File: src/rtl/pll_seq_pkg.sv
// Shared types and widths for the PLL reset sequencer.
package pll_seq_pkg;

  typedef enum logic [2:0] {
    RST_PLL   = 3'd0,
    WAIT_LOCK = 3'd1,
    STABLE    = 3'd2,
    RUN       = 3'd3,
    FAIL      = 3'd4
  } seq_state_t;

  localparam int CNT_W = 16;
  localparam int LLC_W = 8;
  localparam logic [LLC_W-1:0] LLC_MAX = {LLC_W{1'b1}};

endpackage

File: src/rtl/pll_rst_seq_sync2.sv
// Two-flop synchronizer for asynchronous PLL status inputs; clears to 0 on reset.
module sync2 (
  input  logic clk,
  input  logic reset,
  input  logic d,
  output logic q
);

  logic meta;

  always_ff @(posedge clk) begin
    if (reset) begin
      meta <= 1'b0;
      q    <= 1'b0;
    end else begin
      meta <= d;
      q    <= meta;
    end
  end

endmodule

File: src/rtl/pll_rst_seq.sv
// PLL reset / lock-qualification sequencer gating the core reset.
//
// state     | meaning
// RST_PLL   | pll_reset held high for PLL_RST_CYC cycles
// WAIT_LOCK | pll_reset released, waiting up to LOCK_TIMEOUT for lock
// STABLE    | lock seen, must hold LOCK_STABLE_CYC consecutive cycles
// RUN       | core released; any lock loss re-sequences
// FAIL      | retries exhausted; left only via reset or reinit_req
module pll_rst_seq
  import pll_seq_pkg::*;
#(
  parameter int PLL_RST_CYC     = 16,
  parameter int LOCK_TIMEOUT    = 1024,
  parameter int LOCK_STABLE_CYC = 64,
  parameter int MAX_RETRY       = 3,
  parameter bit LOCK_BYPASS     = 1'b0
) (
  input  logic             clk,
  input  logic             reset,
  input  logic             extlock,
  input  logic             stdby,
  input  logic             reinit_req,
  output logic             pll_reset,
  output logic             core_rst_n,
  output logic             pll_ready,
  output logic             lock_err,
  output logic [1:0]       retry_cnt,
  output logic [LLC_W-1:0] lost_lock_cnt
);

  localparam logic [CNT_W-1:0] RST_LAST = CNT_W'(PLL_RST_CYC - 1);
  localparam logic [CNT_W-1:0] TMO_LAST = CNT_W'(LOCK_TIMEOUT - 1);
  localparam logic [CNT_W-1:0] STB_LAST = CNT_W'(LOCK_STABLE_CYC - 1);
  localparam logic [1:0]       RETRY_MX = 2'(MAX_RETRY);

  logic lock_s, stdby_s, lock_q;

  sync2 u_sync_lock  (.clk(clk), .reset(reset), .d(extlock), .q(lock_s));
  sync2 u_sync_stdby (.clk(clk), .reset(reset), .d(stdby),   .q(stdby_s));

  assign lock_q = LOCK_BYPASS ? 1'b1 : (lock_s & ~stdby_s);

  seq_state_t       state, state_nx;
  logic [CNT_W-1:0] cnt, cnt_nx;
  logic             cnt_clr;
  logic [1:0]       retry_nx;
  logic             err_nx;
  logic [LLC_W-1:0] llc_nx;

  always_comb begin
    state_nx = state;
    cnt_clr  = 1'b0;
    retry_nx = retry_cnt;
    err_nx   = lock_err;
    llc_nx   = lost_lock_cnt;

    case (state)
      RST_PLL: begin
        if (cnt == RST_LAST) state_nx = WAIT_LOCK;
      end
      WAIT_LOCK: begin
        // Lock arriving on the timeout cycle takes precedence over the retry.
        if (lock_q) begin
          state_nx = STABLE;
        end else if (cnt == TMO_LAST) begin
          if (retry_cnt == RETRY_MX) begin
            state_nx = FAIL;
            err_nx   = 1'b1;
          end else begin
            state_nx = RST_PLL;
            retry_nx = retry_cnt + 2'd1;
          end
        end
      end
      STABLE: begin
        if (!lock_q)                state_nx = WAIT_LOCK;
        else if (cnt == STB_LAST)   state_nx = RUN;
      end
      RUN: begin
        if (!lock_q) begin
          state_nx = RST_PLL;
          retry_nx = 2'd0;
          if (lost_lock_cnt != LLC_MAX) llc_nx = lost_lock_cnt + 1'b1;
        end
      end
      FAIL: begin
        state_nx = FAIL;
      end
      default: begin
        state_nx = RST_PLL;
      end
    endcase

    // A restart request overrides everything but keeps the lock-loss history.
    if (reinit_req) begin
      state_nx = RST_PLL;
      cnt_clr  = 1'b1;
      retry_nx = 2'd0;
      err_nx   = 1'b0;
      llc_nx   = lost_lock_cnt;
    end

    if (cnt_clr || (state_nx != state))        cnt_nx = '0;
    else if ((state == RUN) || (state == FAIL)) cnt_nx = cnt;
    else                                       cnt_nx = cnt + 1'b1;
  end

  always_ff @(posedge clk) begin
    if (reset) begin
      state         <= RST_PLL;
      cnt           <= '0;
      pll_reset     <= 1'b1;
      core_rst_n    <= 1'b0;
      pll_ready     <= 1'b0;
      lock_err      <= 1'b0;
      retry_cnt     <= 2'd0;
      lost_lock_cnt <= '0;
    end else begin
      state         <= state_nx;
      cnt           <= cnt_nx;
      pll_reset     <= (state_nx == RST_PLL) || (state_nx == FAIL);
      core_rst_n    <= (state_nx == RUN);
      pll_ready     <= (state_nx == RUN);
      lock_err      <= err_nx;
      retry_cnt     <= retry_nx;
      lost_lock_cnt <= llc_nx;
    end
  end

endmodule

File: config.mk
export PLATFORM = sky130hd
export DESIGN_NAME = pll_rst_seq
export DESIGN_NICKNAME = d
export VERILOG_FILES = /design/src/rtl/pll_seq_pkg.sv /design/src/rtl/pll_rst_seq_sync2.sv /design/src/rtl/pll_rst_seq.sv
export SDC_FILE = /design/constraint.sdc
export NUM_CORES = 1
export LEC_CHECK = 0
export ABC_AREA = 1
export BUFFER_PORTS_ARGS = -buffer_cell sky130_fd_sc_hd__buf_2
export CORE_MARGIN = 3
export CORE_UTILIZATION = 23
export CTS_CLUSTER_SIZE = 16
export DETAILED_ROUTE_END_ITERATION = 10
export REMOVE_ABC_BUFFERS = 1
export SYNTH_ARGS = -nofsm -noshare
export SYNTH_HDL_FRONTEND = slang
export SYNTH_SLANG_ARGS = --single-unit
File: constraint.sdc
create_clock -name clk -period 1.45 [get_ports clk]
set_input_delay 0.3625 -clock clk [delete_from_list [all_inputs] [get_ports clk]]
set_output_delay 0.3625 -clock clk [all_outputs]
set_load 0.02 [all_outputs]
== After elaboration in Yosys (flattened, before gate mapping) ==
Index checks and enable logic that the tools add are counted.

* $add $sub $neg: 3
* Eq/ne operators: 16
* Mux-type cells: 15
* Bitwise logic cells: 4
* Reductions and logical operators: 11

{| class="wikitable"
|+ Operators with widths
! operator !! count
|-
| 3-bit 2-to-1 mux || 8
|-
| 16-bit by 1-bit adder with 16-bit output (second input constant) || 1
|-
| 16-bit by 10-bit equality test with 1-bit output (second input constant) || 1
|-
| 16-bit by 4-bit equality test with 1-bit output (second input constant) || 1
|-
| 16-bit by 6-bit equality test with 1-bit output (second input constant) || 1
|-
| 3-bit one-hot mux with 5 select lines || 1
|-
| 3-bit by 2-bit equality test with 1-bit output (second input constant) || 3
|-
| 8-bit by 1-bit adder with 8-bit output (second input constant) || 1
|-
| 2-bit 2-to-1 mux || 4
|-
| 2-bit != test (second input constant) || 4
|-
| 8-bit != test (second input constant) || 1
|-
| 4-bit AND reduction || 2
|-
| 3-bit equality test (second input constant) || 2
|-
| 3-bit zero test || 2
|-
| 5-bit AND reduction || 1
|-
| 2-bit one-hot mux with 2 select lines || 1
|-
| 2-bit OR reduction || 2
|-
| 3-bit by 1-bit equality test with 1-bit output (second input constant) || 1
|-
| 1-bit logical OR || 3
|-
| 3-bit != test || 1
|-
| 1-bit NOT || 3
|-
| 2-bit by 1-bit adder with 2-bit output (second input constant) || 1
|-
| 2-bit equality test (second input constant) || 1
|-
| 2-bit nonzero test || 1
|-
| 2 further kinds || 2
|}

* Bits in registers: 36
* Input bits: 5
* Output and inout bits: 14
* Logic and storage cells: 60

== Longest topological paths before layout ==
* Depth after elaboration: 9
* Mapped depth: 13
* Mapped depth without buffers: 12

== Hierarchy ==
A second synthesis with hierarchy kept.

* Cell total of the unflattened synthesis: 265
* Area, all modules: 2,000.7 µm²

{| class="wikitable"
|+ Modules (own cells, without submodules)
! module !! instances !! cells each !! area each (µm²) !! sequential area each (µm²)
|-
| pll_rst_seq || 1 || 253 || 1,890.6 || 640.6
|-
| sync2 || 2 || 6 || 55.1 || 40.0
|}

== Worst setup path after synthesis ==
No wires, ideal clock.

* Kind: reg2reg
* Start point: register cnt[0]
* End point: register cnt[6]
* Library setup time: 121 ps
* Arrival: 1,445 ps
* Required time: 1,329 ps
* Setup slack: -116 ps
* Cell stages (with the launch flop): 12
* Path buffers: 1
* Period minus slack after synthesis: 1,566 ps
* Path through: dfxtp_1 -> ha_1 -> nand3_2 -> nor2_2 -> nand2_1 -> nand3b_1 -> nand3_2 -> nand2_1 -> nand2_1 -> nand3_4 -> buf_8 -> nor2_4

* Word-level cells in the longest chain between the ends: 8
* Elaborated cells between the ends (all ways): 14
* Classes of those cells: 1 x add/sub; 4 x eq/ne; 7 x mux; 2 x reduce/logical

{| class="wikitable"
|+ Ends and longest elaborated chain
! item !! RTL line !! RTL
|-
| from (decl) || pll_rst_seq.sv:44 || <nowiki>logic [CNT_W-1:0] cnt, cnt_nx;</nowiki>
|-
| from (signal assigned) || pll_rst_seq.sv:120 || <nowiki>cnt <= cnt_nx;</nowiki>
|-
| 16-bit by 6-bit equality test with 1-bit output / 16-bit by 10-bit equality test with 1-bit output (equally long branches) || pll_rst_seq.sv:77, pll_rst_seq.sv:65 ||
|-
| 3-bit 2-to-1 mux, on equally long branches || pll_rst_seq.sv:77, pll_rst_seq.sv:65 ||
|-
| 3-bit 2-to-1 mux, on equally long branches || pll_rst_seq.sv:76, pll_rst_seq.sv:63 ||
|-
| 3-bit one-hot mux with 5 select lines || pll_rst_seq.sv:57 || <nowiki>case (state)</nowiki>
|-
| 3-bit 2-to-1 mux || pll_rst_seq.sv:95 || <nowiki>if (reinit_req) begin</nowiki>
|-
| 3-bit != test || pll_rst_seq.sv:103 || <nowiki>if (cnt_clr || (state_nx != state)) cnt_nx = '0;</nowiki>
|-
| 1-bit logical OR || pll_rst_seq.sv:103 ||
|-
| 2-bit OR reduction (no source line) || -- ||
|}

Several ways; a longest one is shown, not always the timed one.
A chain may end at the register's enable or synchronous reset.

== Worst setup path after layout ==
* Start point: register cnt[0]
* End point: register cnt[8]

Same word-level chain as after synthesis.

==> results.sh <==
export IMPL_fin_crit_ns=1.62
export IMPL_dp_cells=428
export IMPL_max_freq_mhz=618
export IMPL_numCtsBuffers=5
export IMPL_dieHeight_um=96.8
export IMPL_clk_pin_slew_ns=0.07
export IMPL_slew_violations=0
export IMPL_cts_sink_count=36
export IMPL_synth_top_family_by_area="simple AND/OR/NAND/NOR gates"
export IMPL_wl_met3_um=198
export IMPL_clkPwrFrac_pct=44.2
export IMPL_critPathKind="register to register"
export IMPL_via_per_inst=4.11
export IMPL_cts_htree_levels=2
export IMPL_drt_pass1_iterations=4
export IMPL_antenna_found_initial=0
export IMPL_yosys_area_share_xor_xnor_pct=8.31
export IMPL_clk_latency_ns=0.29
export IMPL_clockRootBuffer="clkbuf_8"
export IMPL_synth_edf_count=0
export IMPL_layout_drive_gt1_share_pct=45.1
export IMPL_violations="negative setup slack"
export IMPL_instances_no_fill=441
export IMPL_fin_ws_ns=-0.167
export IMPL_slew_headroom_pct=78.3
export IMPL_die_w_um=96.8
export IMPL_ant_nets=0
export IMPL_vias=1813
export IMPL_drc=0
export IMPL_grt_max_degree=12
export IMPL_synth_most_common_cell="nand2_1"
export IMPL_syn_area_per_cell_um2=7.41
export IMPL_highest_layer="met4"
export IMPL_cts_max_path_buffers=2
export IMPL_final_area_mm2=0.00288
export IMPL_initial_utilization_pct=24.1
export IMPL_yosysUniqueCellTypes=31
export IMPL_p_sw_share_pct=21.1
export IMPL_syn2layout_area_growth_pct=51.7
export IMPL_hpwl_um=3310
export IMPL_wl_met2_um=2170
export IMPL_p_seq_share_pct=50.8
export IMPL_synth_seq_cells=36
export IMPL_status="finished with violations"
export IMPL_syn_inst=256
export IMPL_synth_area_mm2=0.00190
export IMPL_detailed_place_area_mm2=0.00253
export IMPL_worst_pin_slew_ns=0.324
export IMPL_cp_max_fo=6
export IMPL_core_area_mm2=0.00789
export IMPL_die_area_mm2=0.00938
export IMPL_synth_area_leader_cell="dfxtp_1"
export IMPL_post_route_period_util_pct=112
export IMPL_num_rows=32
export IMPL_arrival_ns=1.79
export IMPL_synthTopCellsByCount="nand2_1, nor2_1, dfxtp_1, inv_1, nand3_1"
export IMPL_cts_hold_buffers=0
export IMPL_first_global_vias=1845
export IMPL_critPathLaunchType="register"
export IMPL_vdd_ir_drop_worst_uv=439
export IMPL_end_kind="register"
export IMPL_switchingPower_uw=413
export IMPL_cts_tree="yes"
export IMPL_fill_cells=784
export IMPL_wl_per_cell_um=10.1
export IMPL_synthArstFlopShare_pct=0
export IMPL_hold_path_class="primary input to register"
export IMPL_synth_fa_ha_area_share_pct=1.98
export IMPL_seq_area_frac_synth_pct=38.0
export IMPL_synth_compound_area_share_pct=5.54
export IMPL_yosysWarningCount=0
export IMPL_cp_required_ns=1.62
export IMPL_synth_area_leaders="dfxtp_1, nand2_1, nor2_1, inv_1, nor2_4"
export IMPL_synthDominantCellAreaShare_pct=38.0
export IMPL_cap_violations=0
export IMPL_fin_nets=346
export IMPL_leakagePower_uw=0.00127
export IMPL_antenna_cells=0
export IMPL_grt_total_usage_pct=9.93
export IMPL_rsz0062_at_grt="yes"
export IMPL_synth_mux_area_share_pct=0
export IMPL_synthSimpleGateAreaFrac_pct=36.3
export IMPL_power_frac_comb_pct=4.9
export IMPL_p_int_uw=1550
export IMPL_io_buffers=18
export IMPL_drt_iter0_drc=66
export IMPL_setup_viol=18
export IMPL_grt_pass1_wl_um=7850
export IMPL_utilization_pct=36.5
export IMPL_synth_flop_cell="dfxtp_1"
export IMPL_gr_total_overflow=0
export IMPL_met1_length_um=2040
export IMPL_powerDensity_mw_per_mm2=681
export IMPL_gp_congestion=0.864
export IMPL_wirelength_um=4440
export IMPL_boundaryPins=19
export IMPL_clock_skew_ns=0.0109
export IMPL_finalHoldViolCount=0
[flip-flops by register name, summed over array words and instances (netlist names)]
| register | count |
|---|---|
| cnt | 16 |
| u_sync_lock.meta | 1 |
| u_sync_stdby.q | 1 |
| u_sync_stdby.meta | 1 |
| lock_err | 1 |
| retry_cnt | 2 |
| lost_lock_cnt | 8 |
| u_sync_lock.q | 1 |
| pll_ready | 1 |
| pll_reset | 1 |
| state | 3 |
[cell families (layout without fill, tap and decap cells)]
kind of cell | after synthesis | in the layout
compound gates | 18 | 18
xor+xnor | 18 | 18
fa+ha+maj | 3 | 3
buf+inv | 44 | 127
flops | 36 | 36
simple gates | 137 | 137
[placed cells by master (no fill, tap or decap), types with 4 or more instances in the layout]
| master | Yosys | final |
|---|---|---|
| a21oi_1 | 9 | 8 |
| buf_2 | 1 | 18 |
| buf_4 | 1 | 56 |
| buf_6 | 1 | 4 |
| clkbuf_8 | 0 | 5 |
| dfxtp_1 | 36 | 26 |
| dfxtp_2 | 0 | 8 |
| inv_1 | 35 | 33 |
| inv_2 | 4 | 5 |
| nand2_1 | 51 | 43 |
| nand2_2 | 1 | 7 |
| nand3_1 | 12 | 10 |
| nor2_1 | 41 | 30 |
| nor2_2 | 4 | 7 |
| nor2_4 | 10 | 18 |
| nor3_1 | 7 | 6 |
| xnor2_1 | 9 | 9 |
| xor2_1 | 9 | 8 |
[per-layer routing]
metal | global-route usage, % | vias to the layer above
met3 | 2.96 | 4
met2 | 17.6 | 28
met4 | 2.27 | 0
met5 | 0 | -
met1 | 11.8 | 829
li1 | - | 952
[timing repair]
action / 4_1_cts / 5_1_grt
setup endpoints to repair: 18 / 28
resized for setup: 21 / 44
buffers inserted: 5 / 2
pin swaps: 8 / 16
[power by group through the flow]
stage	clock (uW)	combinational, uW	sequential (uW)
2_1_floorplan	0	38.9	1020
3_3_place_gp	0	87.8	1020
3_5_place_dp	0	88.7	1020
4_1_cts	890	91.6	1000
5_1_grt	938	108	997
6_report	867	96.9	996
[area by class of cell]
| cell class | count | area, um2 | share of cell area [%] |
|---|---|---|---|
| clock inverter | 2 | 35.0 | 1.22 |
| timing repair buffer | 80 | 596 | 20.7 |
| multi-input combinational | 176 | 1160 | 40.3 |
| tap | 102 | 128 | 4.43 |
| inverter | 39 | 149 | 5.17 |
| clock buffer | 6 | 72.6 | 2.52 |
| sequential | 36 | 738 | 25.6 |
[final timing paths]
kind	startpoint	to	slack [ns]	cells past startpoint
max	cnt[0]$_SDFFE_PP0N_	cnt[8]$_SDFFE_PP0N_	-0.17	11
min	extlock	u_sync_lock.meta$_SDFF_PP0_	0.28	3
max reg2reg	cnt[0]$_SDFFE_PP0N_	cnt[8]$_SDFFE_PP0N_	-0.17	11
min reg2reg	u_sync_stdby.meta$_SDFF_PP0_	u_sync_stdby.q$_SDFF_PP0_	0.40	2
[stage by stage]
step	worst slack [ns]	hold WS (ns)	setup TNS [ns]	power (uW)
final	-0.167	0.280	-2.67	1960
after global routing	-0.292	0.287	-5.19	2040
after CTS	-0.125	0.273	-1.93	1980
after detailed placement	-0.215	0.392	-3.20	1110
after global placement	-0.148	0.395	-2.18	1110
after floorplan	-0.170	0.388	-3.37	1060
[critical path, cell delays in order, from the launching register on]
cell      delay, ns
dfxtp_2        0.35
ha_4           0.15
nand3_4        0.10
nor2_4         0.13
nand2_2        0.07
nand3b_1       0.12
nand3_2        0.12
nand2_2        0.09
nand2_2        0.07
nand3_4        0.10
buf_12         0.16
nor2_4         0.03
(Power assumes the default switching activity.)
